**src/rtl/grain_pkg.sv**
```systemverilog
// Shared definitions for the Grain keystream top level and its on-chip consumers.
// Holds the statistics monitor state type and the default measurement geometry.
package grain_pkg;

   // Statistics monitor control states
   typedef enum logic [1:0] {
      ST_IDLE = 2'd0,
      ST_RUN  = 2'd1,
      ST_DONE = 2'd2
   } mon_state_t;

   // Default window geometry shared by the Grain top and the bench
   localparam int unsigned DEF_WINDOW = 1000;
   localparam int unsigned DEF_CNT_W  = 16;
   localparam int unsigned DEF_THRESH = 64;

endpackage

```
**src/rtl/keystream_stat_monitor_pair_counter.sv**
```systemverilog
// Overlapping-pair counters for the keystream statistics monitor.
// Four CNT_W-bit counters indexed by {previous bit, current bit}.
// Ports:
//   Clk      in   clock, rising edge
//   reset    in   synchronous active-low reset
//   clr      in   clear all four counters
//   en       in   increment the counter selected by idx
//   idx      in   pair index {prev, bit}
//   count_00/01/10/11 out  registered pair counts
module pair_counter
   import grain_pkg::*;
#(
   parameter int unsigned CNT_W = DEF_CNT_W
) (
   input  logic             Clk,
   input  logic             reset,
   input  logic             clr,
   input  logic             en,
   input  logic [1:0]       idx,
   output logic [CNT_W-1:0] count_00,
   output logic [CNT_W-1:0] count_01,
   output logic [CNT_W-1:0] count_10,
   output logic [CNT_W-1:0] count_11
);

   logic [CNT_W-1:0] cnt_q [4];

   // Counter bank: clear has priority over increment
   always_ff @(posedge Clk) begin
      if (!reset || clr) begin
         for (int i = 0; i < 4; i++) begin
            cnt_q[i] <= '0;
         end
      end else if (en) begin
         cnt_q[idx] <= cnt_q[idx] + CNT_W'(1);
      end
   end

   assign count_00 = cnt_q[0];
   assign count_01 = cnt_q[1];
   assign count_10 = cnt_q[2];
   assign count_11 = cnt_q[3];

endmodule

```
**src/rtl/keystream_stat_monitor.sv**
```systemverilog
// Keystream statistics monitor: samples WINDOW keystream bits and accumulates
// monobit and overlapping-pair counts, then flags a monobit balance test.
// Ports:
//   Clk        in   clock, rising edge
//   reset      in   synchronous active-low reset
//   start      in   clear counters and begin a window (ignored while busy)
//   bit_valid  in   bit_in carries a keystream bit this cycle
//   bit_in     in   keystream bit
//   busy       out  window in progress
//   done       out  results valid, held until next start
//   pass       out  |count_1 - count_0| <= THRESH, valid with done
//   count_0/1  out  monobit counts
//   count_00/01/10/11 out  overlapping pair counts, pair = {prev, bit}
module keystream_stat_monitor
   import grain_pkg::*;
#(
   parameter int unsigned WINDOW = DEF_WINDOW,
   parameter int unsigned CNT_W  = DEF_CNT_W,
   parameter int unsigned THRESH = DEF_THRESH
) (
   input  logic             Clk,
   input  logic             reset,
   input  logic             start,
   input  logic             bit_valid,
   input  logic             bit_in,
   output logic             busy,
   output logic             done,
   output logic             pass,
   output logic [CNT_W-1:0] count_0,
   output logic [CNT_W-1:0] count_1,
   output logic [CNT_W-1:0] count_00,
   output logic [CNT_W-1:0] count_01,
   output logic [CNT_W-1:0] count_10,
   output logic [CNT_W-1:0] count_11
);

   mon_state_t       state_q, state_d;
   logic [CNT_W-1:0] bit_cnt_q, bit_cnt_d;
   logic [CNT_W-1:0] c0_q, c0_d;
   logic [CNT_W-1:0] c1_q, c1_d;
   logic             prev_q, prev_d;
   logic             have_prev_q, have_prev_d;
   logic             busy_q, busy_d;
   logic             done_q, done_d;
   logic             pass_q, pass_d;

   logic             pair_clr_c;
   logic             pair_en_c;
   logic [CNT_W-1:0] nxt_c0_c, nxt_c1_c;
   logic [CNT_W:0]   diff_c, mag_c;
   logic             pass_c;
   logic             last_c;

   // Monobit counts after accepting bit_in, and the balance verdict on them
   always_comb begin
      nxt_c0_c = c0_q + CNT_W'(!bit_in);
      nxt_c1_c = c1_q + CNT_W'(bit_in);
      diff_c   = {1'b0, nxt_c1_c} - {1'b0, nxt_c0_c};
      mag_c    = diff_c[CNT_W] ? (~diff_c + (CNT_W+1)'(1)) : diff_c;
      pass_c   = (mag_c <= (CNT_W+1)'(THRESH));
      last_c   = (bit_cnt_q == CNT_W'(WINDOW - 1));
   end

   // Next-state and datapath control
   always_comb begin
      state_d     = state_q;
      bit_cnt_d   = bit_cnt_q;
      c0_d        = c0_q;
      c1_d        = c1_q;
      prev_d      = prev_q;
      have_prev_d = have_prev_q;
      busy_d      = busy_q;
      done_d      = done_q;
      pass_d      = pass_q;
      pair_clr_c  = 1'b0;
      pair_en_c   = 1'b0;

      case (state_q)
         ST_IDLE, ST_DONE: begin
            // bit_valid in the start cycle is deliberately not sampled
            if (start) begin
               state_d     = ST_RUN;
               bit_cnt_d   = '0;
               c0_d        = '0;
               c1_d        = '0;
               have_prev_d = 1'b0;
               busy_d      = 1'b1;
               done_d      = 1'b0;
               pass_d      = 1'b0;
               pair_clr_c  = 1'b1;
            end
         end
         ST_RUN: begin
            // start is ignored here; a window always runs to completion
            if (bit_valid) begin
               c0_d        = nxt_c0_c;
               c1_d        = nxt_c1_c;
               pair_en_c   = have_prev_q;
               prev_d      = bit_in;
               have_prev_d = 1'b1;
               bit_cnt_d   = bit_cnt_q + CNT_W'(1);
               if (last_c) begin
                  state_d = ST_DONE;
                  busy_d  = 1'b0;
                  done_d  = 1'b1;
                  pass_d  = pass_c;
               end
            end
         end
         default: begin
            state_d = ST_IDLE;
            busy_d  = 1'b0;
            done_d  = 1'b0;
            pass_d  = 1'b0;
         end
      endcase
   end

   // State and result registers
   always_ff @(posedge Clk) begin
      if (!reset) begin
         state_q     <= ST_IDLE;
         bit_cnt_q   <= '0;
         c0_q        <= '0;
         c1_q        <= '0;
         prev_q      <= 1'b0;
         have_prev_q <= 1'b0;
         busy_q      <= 1'b0;
         done_q      <= 1'b0;
         pass_q      <= 1'b0;
      end else begin
         state_q     <= state_d;
         bit_cnt_q   <= bit_cnt_d;
         c0_q        <= c0_d;
         c1_q        <= c1_d;
         prev_q      <= prev_d;
         have_prev_q <= have_prev_d;
         busy_q      <= busy_d;
         done_q      <= done_d;
         pass_q      <= pass_d;
      end
   end

   pair_counter #(
      .CNT_W (CNT_W)
   ) u_pair_counter (
      .Clk      (Clk),
      .reset    (reset),
      .clr      (pair_clr_c),
      .en       (pair_en_c),
      .idx      ({prev_q, bit_in}),
      .count_00 (count_00),
      .count_01 (count_01),
      .count_10 (count_10),
      .count_11 (count_11)
   );

   assign busy    = busy_q;
   assign done    = done_q;
   assign pass    = pass_q;
   assign count_0 = c0_q;
   assign count_1 = c1_q;

endmodule
```
**config.mk**
```make
export PLATFORM = sky130hd
export DESIGN_NAME = keystream_stat_monitor
export DESIGN_NICKNAME = d
export VERILOG_FILES = /design/src/rtl/grain_pkg.sv /design/src/rtl/keystream_stat_monitor_pair_counter.sv /design/src/rtl/keystream_stat_monitor.sv
export SDC_FILE = /design/constraint.sdc
export NUM_CORES = 1
export LEC_CHECK = 0
export ABC_AREA = 1
export BUFFER_PORTS_ARGS = -buffer_cell sky130_fd_sc_hd__buf_2
export CAP_MARGIN = 30
export CORE_UTILIZATION = 58
export CTS_BUF_LIST = sky130_fd_sc_hd__clkbuf_8 sky130_fd_sc_hd__clkbuf_16
export CTS_CLUSTER_SIZE = 14
export DETAILED_ROUTE_END_ITERATION = 16
export PLACE_DENSITY_LB_ADDON = 0.08
export SLEW_MARGIN = 20
export SYNTH_ARGS = -nofsm -noshare
export SYNTH_HDL_FRONTEND = slang
export SYNTH_SLANG_ARGS = --single-unit
```
**constraint.sdc**
```tcl
create_clock -name Clk -period 5.6 [get_ports Clk]
set_clock_uncertainty 0.15 [all_clocks]
set_input_delay 0.84 -clock Clk [delete_from_list [all_inputs] [get_ports Clk]]
set_output_delay 0.84 -clock Clk [all_outputs]
set_load 0.02 [all_outputs]
```
# After elaboration in Yosys (flattened, before gate mapping)
# Memory sizes are Yosys's and may differ from the RTL's.
# Cells that the tools add are included.
# totals
n_memories	1
word_cells	71
register_bits	55
out_inout_bits	99
ramBits	64
# op_classes
eq_ne	6
add_sub_neg	6
magnitude_cmp	1
reduce_logical	10
n_mux	37
bitwise	1
# memory_table
memory	words	width	read_ports	rd_ports_with_merged_regs	write_ports	line	source
u_pair_counter.cnt_q	4	16	5	0	4	keystream_stat_monitor_pair_counter.sv:26	logic [CNT_W-1:0] cnt_q [4];
# ops
cell	n
one-hot mux 16 bit (2 select lines)	3
2-to-1 mux 16 bit	5
adder 16 x 1 -> 16 bit	2
adder 16 x 1 -> 16 bit, second input constant	2
2-to-1 mux 1 bit	19
adder 17 x 1 -> 17 bit, second input constant	1
less-or-equal comparator 17 x 7 -> 1 bit, second input constant	1
2-to-1 mux 17 bit	1
inverter 17 bit	1
subtractor 16 x 16 -> 17 bit	1
equality test 16 x 10 -> 1 bit, second input constant	1
OR reduction 16 bit	1
2-to-1 mux 2 bit	4
one-hot mux 1 bit (2 select lines)	4
!= test 2 bit, second input constant	3
AND reduction 3 bit	2
one-hot mux 2 bit (2 select lines)	1
equality test 2 x 1 -> 1 bit, second input constant	1
equality test 2 bit, second input constant	1
logical NOT 1 bit	2
logical NOT 2 bit	1
AND reduction 2 bit	1
nonzero test 2 bit	1
OR reduction 2 bit	1
logical OR 1 bit	1

# Depth between registers and ports, before layout
# Gate-level depths: netlist (run 1).
# depth
word_depth	10
mapped_depth	35
depth_no_buf	31

# Hierarchy
# A second synthesis (run 1) with hierarchy kept.
# unflattened
hier_cells	1063
hier_area_um2	7621.1
# modules_own_cells
module	cells_each	area_per_inst_um2	instances
keystream_stat_monitor	688	4179.0	1
pair_counter	375	3442.1	1

# Worst setup path before layout (run 1)
# OpenSTA, ideal clock, no wires.
# synth_timing
kind	input port to flip-flop
start	input bit_in
end	register pass_q, in the netlist pass
cell_stages	29
slack_ns	0.889
n_path_buf	5
setup_ns	0.065
arrival_ns	4.496
cell_sequence	buf_6 -> clkinv_4 -> buf_2 -> buf_2 -> buf_1 -> ha_1 -> nand2_1 -> nor2_1 -> nand3_1 -> nor2_1 -> nand3_1 -> xor2_1 -> ha_1 -> a21oi_1 -> inv_1 -> a21oi_1 -> nor2_1 -> nor2_1 -> nand2_1 -> nor2_4 -> buf_6 -> a21oi_1 -> nor2_1 -> nand2_1 -> nor2_1 -> nand3_1 -> nor2_1 -> nor2_1 -> nor2_1
# synth_via
elab_chain_len	10
elab_cells_between_ends	11
cone_classes	add/sub: 4; order compare: 1; mux: 4; bitwise: 1; reduce/logical: 1
# synth_lines
item	line	source
start: declaration	keystream_stat_monitor.sv:25	input logic bit_in,
logical NOT 1 bit	keystream_stat_monitor.sv:56	nxt_c0_c = c0_q + CNT_W'(!bit_in);
adder 16 x 1 -> 16 bit	keystream_stat_monitor.sv:56	
subtractor 16 x 16 -> 17 bit *	keystream_stat_monitor.sv:58	diff_c = {1'b0, nxt_c1_c} - {1'b0, nxt_c0_c};
inverter 17 bit	keystream_stat_monitor.sv:59	mag_c = diff_c[CNT_W] ? (~diff_c + (CNT_W+1)'(1)) : diff_c;
adder 17 x 1 -> 17 bit	keystream_stat_monitor.sv:59	
2-to-1 mux 17 bit *	keystream_stat_monitor.sv:59	
less-or-equal comparator 17 x 7 -> 1 bit *	keystream_stat_monitor.sv:60	pass_c = (mag_c <= (CNT_W+1)'(THRESH));
2-to-1 mux 1 bit *	keystream_stat_monitor.sv:102	if (last_c) begin
2-to-1 mux 1 bit *	keystream_stat_monitor.sv:95	if (bit_valid) begin
one-hot mux 1 bit (2 select lines) *	keystream_stat_monitor.sv:78	case (state_q)
end signal: assignment	keystream_stat_monitor.sv:140	pass_q <= pass_d;
end: declaration	keystream_stat_monitor.sv:45	logic pass_q, pass_d;
# Mark *: on every way between the ends. The rest lies on a longest branch, timed or not. The select of a mux whose other input is x is not followed.
# A chain may end at the register's enable or synchronous reset.

# Worst setup path after layout (run 1)
# Same ends and word-level chain as after synthesis.

==> impl_metrics.yaml, run 1 <==
synthesis:
  ys_types: 42
  yosysTopAreaCell: "edfxtp_1"
  synth_enable_flop_cells: 64
  synth_top_area_share_pct: 26.56
  async_flop_share_pct: 0
  synthTopCellsByArea: "edfxtp_1 27%, nand2_1 15%, dfxtp_1 15%, nor2_1 7.6%, inv_1 6.1%"
  syn_avg_cell_area_um2: 7.136
  ys_ff_latch: 118
  synth.most_common_cell: "nand2_1"
  synth_common_cells: "293 x nand2_1, 146 x nor2_1, 118 x inv_1, 67 x a21oi_1, 67 x nand3_1"
  netlist_instances: 1014
  yosysSeqAreaShare_pct: 41.50
  mappedNetlistArea_mm2: 0.007236
  synth_ff_type: "edfxtp_1"
  syn_nets: 1040
  ys.warnings.count: 0
drt:
  wl_mm: 18.75
  drc_errors: 0
  drt_iter0_markers: 650
  drt.antenna.violating_nets: 0
  via_count: 6996
  first_pass_iters: 5
  avgRoutedWirePerCell_um: 14.42
  vias_per_cell: 5.382
global_routing:
  grt_overflow: 0
  grt_first_pass_wirelength_mm: 30.11
  grtUsageTotal_pct: 30.03
  grt_pass1_vias: 6160
  grt_start_max_net_pins: 37
  met1_usage_pct: 42.53
  met2_usage_pct: 47.03
  antenna_found_initial: 0
  grt_util_met3_pct: 5.792
  grt_busiest_layer: "met2"
floorplanning:
  start_util_pct: 59.99
  row_count: 40
  dieArea_mm2: 0.01293
  die_w_um: 113.7
  io_pins: 104
  die_height_um: 113.7
  core_mm2: 0.01206
pwr:
  leakagePower_nw: 3.878
  p_per_area_mw_per_mm2: 283.9
  ir_drop_uv: 222.0
cells_and_area:
  drive_above_1_share_pct: 15.81
  final_cells: 1300
  diodes: 0
  nNetsFinal: 1145
  stdcell_area_mm2: 0.008537
  area_growth_pct: 17.98
  fillCellCount: 1041
clocking:
  h-tree-depth: 4
  post_cts_buffers: 0
  clkLatencyLatePin_ps: 420
  cts_max_path_buffers: 2
  cts_root_buf: "clkbuf_16"
  cts.sinks: 118
  tritoncts: "done"
  path_clk_slew_ps: 60
  cts_buffers: 17
  post_cts_resized: 0
  hold_buffers: 0
critical_path:
  crit_path_frequent_cell: "nor2_1"
  r2r_start: "count_0[0]"
  rr_endpoint: "pass"
  required_ps: 5810
  startpoint: "bit_in"
  crit_end: "pass"
  reg2reg_slack_ps: 1650
  crit_arrival_ps: 4380
  cp-start-kind: "primary input"
  rr_worst_depth: 25
  crit_type: "in -> reg"
  max_stage_delay_ps: 320
  critPathSlowestCell: "ha_1"
  worstPathMaxFanout: 18
  critPathCaptureType: "flip-flop"
run:
  maxCapViolCount: 0
timing:
  rsz0062_at_grt: "no"
  final_max_slew_viol_count: 0
  finalSetupTns_ps: 0
  fin_crit_sh_pct: 74.45
  max_freq_mhz: 239.9
  tightest_slew_ps: 864.3
  setup_violations: 0
  period_needed_ps: 4169
  slew-limit-headroom_pct: 42.22
  worst_slack_ps: 1431
  final_hold_viol_count: 0
placement:
  pre_cts_slack_ps: 1073
  place_hpwl_mm: 13.36
  port_buffers: 103
  placed_cells: 1268
  dpl-instance-area_mm2: 0.007925
  gp_congestion: 0.8913
outcome:
  status: "finished, final reports clean"
worst_hold_path:
  hold_class: "reg -> reg"
cells by family after synthesis:
| family | after synthesis | share of synthesized area (%) |
|---|---|---|
| adder cells (fa/ha/maj) | 21 | 3.735 |
| buffers and inverters | 151 | 8.369 |
| AO/OA/AOI/OAI | 129 | 10.29 |
| flip-flops | 118 | 41.50 |
| XOR/XNOR | 27 | 3.268 |
| AND/OR/NAND/NOR | 568 | 32.84 |
critical path, delay by kind of cell:
family          cells  cell delay [ps]
xor+xnor            1              240
compound gates      2              300
buf+inv             3              310
simple gates       19             2220
fa+ha+maj           2              490
worst min-delay path by stage:
stage	start	endpoint	slack, ps	cells after the start
6_report	bit_cnt_q[15]	bit_cnt_q[15]	300	1
3_3_place_gp	bit_cnt_q[15]	bit_cnt_q[15]	290	1
2_1_floorplan	bit_cnt_q[15]	bit_cnt_q[15]	270	1
3_5_place_dp	bit_cnt_q[15]	bit_cnt_q[15]	300	1
5_1_grt	bit_cnt_q[15]	bit_cnt_q[15]	330	1
4_1_cts	bit_cnt_q[15]	bit_cnt_q[15]	300	1
sequential cells by signal (all words and copies together) (netlist names):
signal                count
pass                      1
prev_q                    1
count_0                  16
bit_cnt_q                16
count_1                  16
busy                      1
done                      1
state_q                   1
have_prev_q               1
u_pair_counter.cnt_q     64
final cells by class:
type / instances / area [um^2] / area share (%)
multi-input cells: 745 / 3635 / 42.58
clock buffers: 21 / 503.0 / 5.892
well taps: 168 / 210.2 / 2.462
clock inverters: 11 / 108.9 / 1.275
repair buffers: 112 / 603.1 / 7.064
flip-flops and latches: 118 / 3003 / 35.18
inverters: 125 / 474.2 / 5.555
per-stage QoR:
step,hold WS [ps],utilization (%),total power [W]
5_1_grt,331.3,70.78,0.002510
2_1_floorplan,272.4,-,0.001237
4_1_cts,303.2,70.78,0.002426
3_5_place_dp,296.8,65.71,0.001326
6_report,303.5,70.78,0.002424
3_3_place_gp,291.2,65.48,0.001320
layer usage:
layer / wire (um) / up-vias / share of wire, %
met2: 8423 / 272 / 45
met4: 183 / 0 / 0.98
met3: 1465 / 24 / 7.8
met1: 8676 / 3183 / 46
li1: - / 3517 / -
met5: 0 / - / 0
power by group:
part           leakage [nW]  total, W  internal (W)  switching, W
registers              1.13  0.000963      0.000944     0.0000190
logic                  2.46  0.000348      0.000104      0.000243
clock network         0.289   0.00111      0.000691      0.000422
total                  3.88   0.00242       0.00174      0.000684
cell usage in the layout (no fill, tap or decap), drive strengths merged, types with 6 or more instances in the layout:
cell type / synthesis / routed
clkbuf: 16 / 21
nand2: 300 / 300
o21ai: 33 / 33
ha: 20 / 20
xnor2: 7 / 7
clkinv: 3 / 6
nor4: 6 / 6
inv: 122 / 125
nand4: 10 / 10
nand3: 69 / 69
dfxtp: 54 / 54
xor2: 20 / 20
nor3: 16 / 16
a32oi: 10 / 10
a21oi: 67 / 67
edfxtp: 64 / 64
nor2: 159 / 159
buf: 10 / 112
No activity file was read; power rests on OpenSTA's default activity.
==> run 2: changes to the inputs <==
CORE_UTILIZATION = 53   (was 58)
clock period = 3.8 ns   (was 5.6 ns; I/O delays follow)
==> impl_metrics.yaml, run 2 (synthesis gave the netlist of run 1 again) <==
critical_path:
  worstPathMaxFanout: 36
  crit_buf_inv: 7
  critPathSlowestCell: "buf_4"
  crit_path_frequent_cell: "nor2_1"
  path_cells: "buf_2 -> clkinv_4 -> buf_4 -> nor2_1 -> o32ai_2 -> ha_1 -> inv_1 -> nor2_1 -> inv_1 -> nor2_1 -> inv_1 -> nor2_1 -> inv_1 -> nor2_1 -> nand2_1 -> nor2_1 -> nand4_1 -> nor3_1 -> nor2_1 -> nand2_1 -> nor3_1"
  max_stage_delay_ps: 370
  crit_arrival_ps: 3460
  critPathTopFamily: "simple AND/OR/NAND/NOR gates"
  crit_type: "in -> reg"
  reg2reg_slack_ps: 360
  cp-start-kind: "primary input"
  required_ps: 3810
  critPathCaptureType: "flip-flop"
global_routing:
  grt_util_met3_pct: 5.220
  grt_start_max_net_pins: 37
  antenna_found_initial: 0
  grtUsageTotal_pct: 27.94
  grt_busiest_layer: "met2"
  met1_usage_pct: 40.21
  grt_overflow: 0
  met2_usage_pct: 42.07
  grt_first_pass_wirelength_mm: 30.82
  grt_pass1_vias: 6319
clocking:
  cts.sinks: 118
  cts_root_buf: "clkbuf_16"
  path_clk_slew_ps: 50
  hold_buffers: 0
  cts_max_path_buffers: 2
  clkLatencyLatePin_ps: 420
  cts_buffers: 17
  tritoncts: "done"
  h-tree-depth: 4
floorplanning:
  core_mm2: 0.01330
  io_pins: 104
  start_util_pct: 54.42
  die_height_um: 118.8
  row_count: 42
  die_w_um: 118.8
  dieArea_mm2: 0.01412
timing:
  final_max_slew_viol_count: 0
  worst_slack_ps: 347.0
  period_needed_ps: 3453
  max_freq_mhz: 289.6
  final_hold_viol_count: 0
  setup_violations: 0
  fin_crit_sh_pct: 90.87
  holdWs_ps: 306.3
  tightest_slew_ps: 915.7
  slew-limit-headroom_pct: 38.31
cells_and_area:
  mostFrequentLayoutCell: "nand2_1"
  final_cell_mix: "289 x nand2_1, 134 x nor2_1, 120 x inv_1"
  post-route-util_pct: 67.90
  max_flop_register: "u_pair_counter.cnt_q"
  diodes: 0
  drive_above_1_share_pct: 21.95
  nNetsFinal: 1193
  largest_register_ffs: 64
  fillCellCount: 1141
  area_growth_pct: 24.76
placement:
  gp_congestion: 0.9143
  pre_cts_slack_ps: -40.80
  place_hpwl_mm: 13.92
  port_buffers: 103
pwr:
  ir_drop_uv: 350.7
  p_per_area_mw_per_mm2: 388.3
  leakagePower_nw: 4.135
drt:
  drt_iter0_markers: 597
  drt.antenna.violating_nets: 0
  via_count: 7131
  wl_mm: 19.33
  vias_per_cell: 5.259
  avgRoutedWirePerCell_um: 14.26
  drc_errors: 0
  first_pass_iters: 6
run:
  maxCapViolCount: 0
outcome:
  status: "finished, final reports clean"
worst_hold_path:
  hold_class: "reg -> reg"
==> run 2: cell types whose count changed in the layout (fill, tap and decap cells not counted), moves of 4 or more <==
cell	delta
ha_1	-5
dfxtp_2	+4
nand2_1	-4
clkinv_2	+4
dfxtp_1	-4
nor2_1	-12
nor2_2	+12
buf_4	+47
ha_4	+5
==> run 2: power by group <==
part | internal (W) | switching, W
clock | 0.000929 | 0.000592
combinational | 0.000190 | 0.000374
sequential | 0.00139 | 0.0000284
total | 0.00251 | 0.000994
==> run 2: layer usage <==
metal / vias to the layer above / share of wire [%]
li1: 3609 / -
met1: 3219 / 47
met2: 266 / 44
met3: 37 / 7.2
met4: 0 / 1.5
met5: - / 0
==> run 2: final cells by class <==
cell class | instances | area [um^2] | share of cell area (%)
multi-input combinational | 746 | 3812 | 42.23
inverter | 125 | 474.2 | 5.253
timing repair buffer | 159 | 948.4 | 10.51
sequential | 118 | 3008 | 33.32
tap | 176 | 220.2 | 2.439
clock buffer | 18 | 450.4 | 4.990
clock inverter | 14 | 113.9 | 1.261
==> run 2: final timing paths <==
| path | startpoint | to | cells past startpoint |
|---|---|---|---|
| worst max-delay path | bit_in | u_pair_counter.cnt_q[2][12] | 21 |
| worst min-delay path | bit_cnt_q[15] | bit_cnt_q[15] | 1 |
| worst max register to register | count_0[3] | pass | 26 |
| worst min register to register | bit_cnt_q[15] | bit_cnt_q[15] | 1 |
==> run 2: metrics by stage <==
step | area [um^2] | total power [W] | instances | setup TNS (ps)
after floorplan | 7306 | 0.001827 | 1014 | -103.6
after CTS | 8887 | 0.003513 | 1354 | 0
after detailed placement | 8323 | 0.001999 | 1322 | -131.7
final | 9027 | 0.003506 | 1356 | 0
after global routing | 9027 | 0.003651 | 1356 | -10.67
after global placement | 8323 | 0.001992 | 1322 | -10.30
==> run 2: what timing repair did <==
action / CTS / global route
resized for setup: 0 / 30
setup endpoints to repair: 0 / 1
setup buffers: 0 / 1
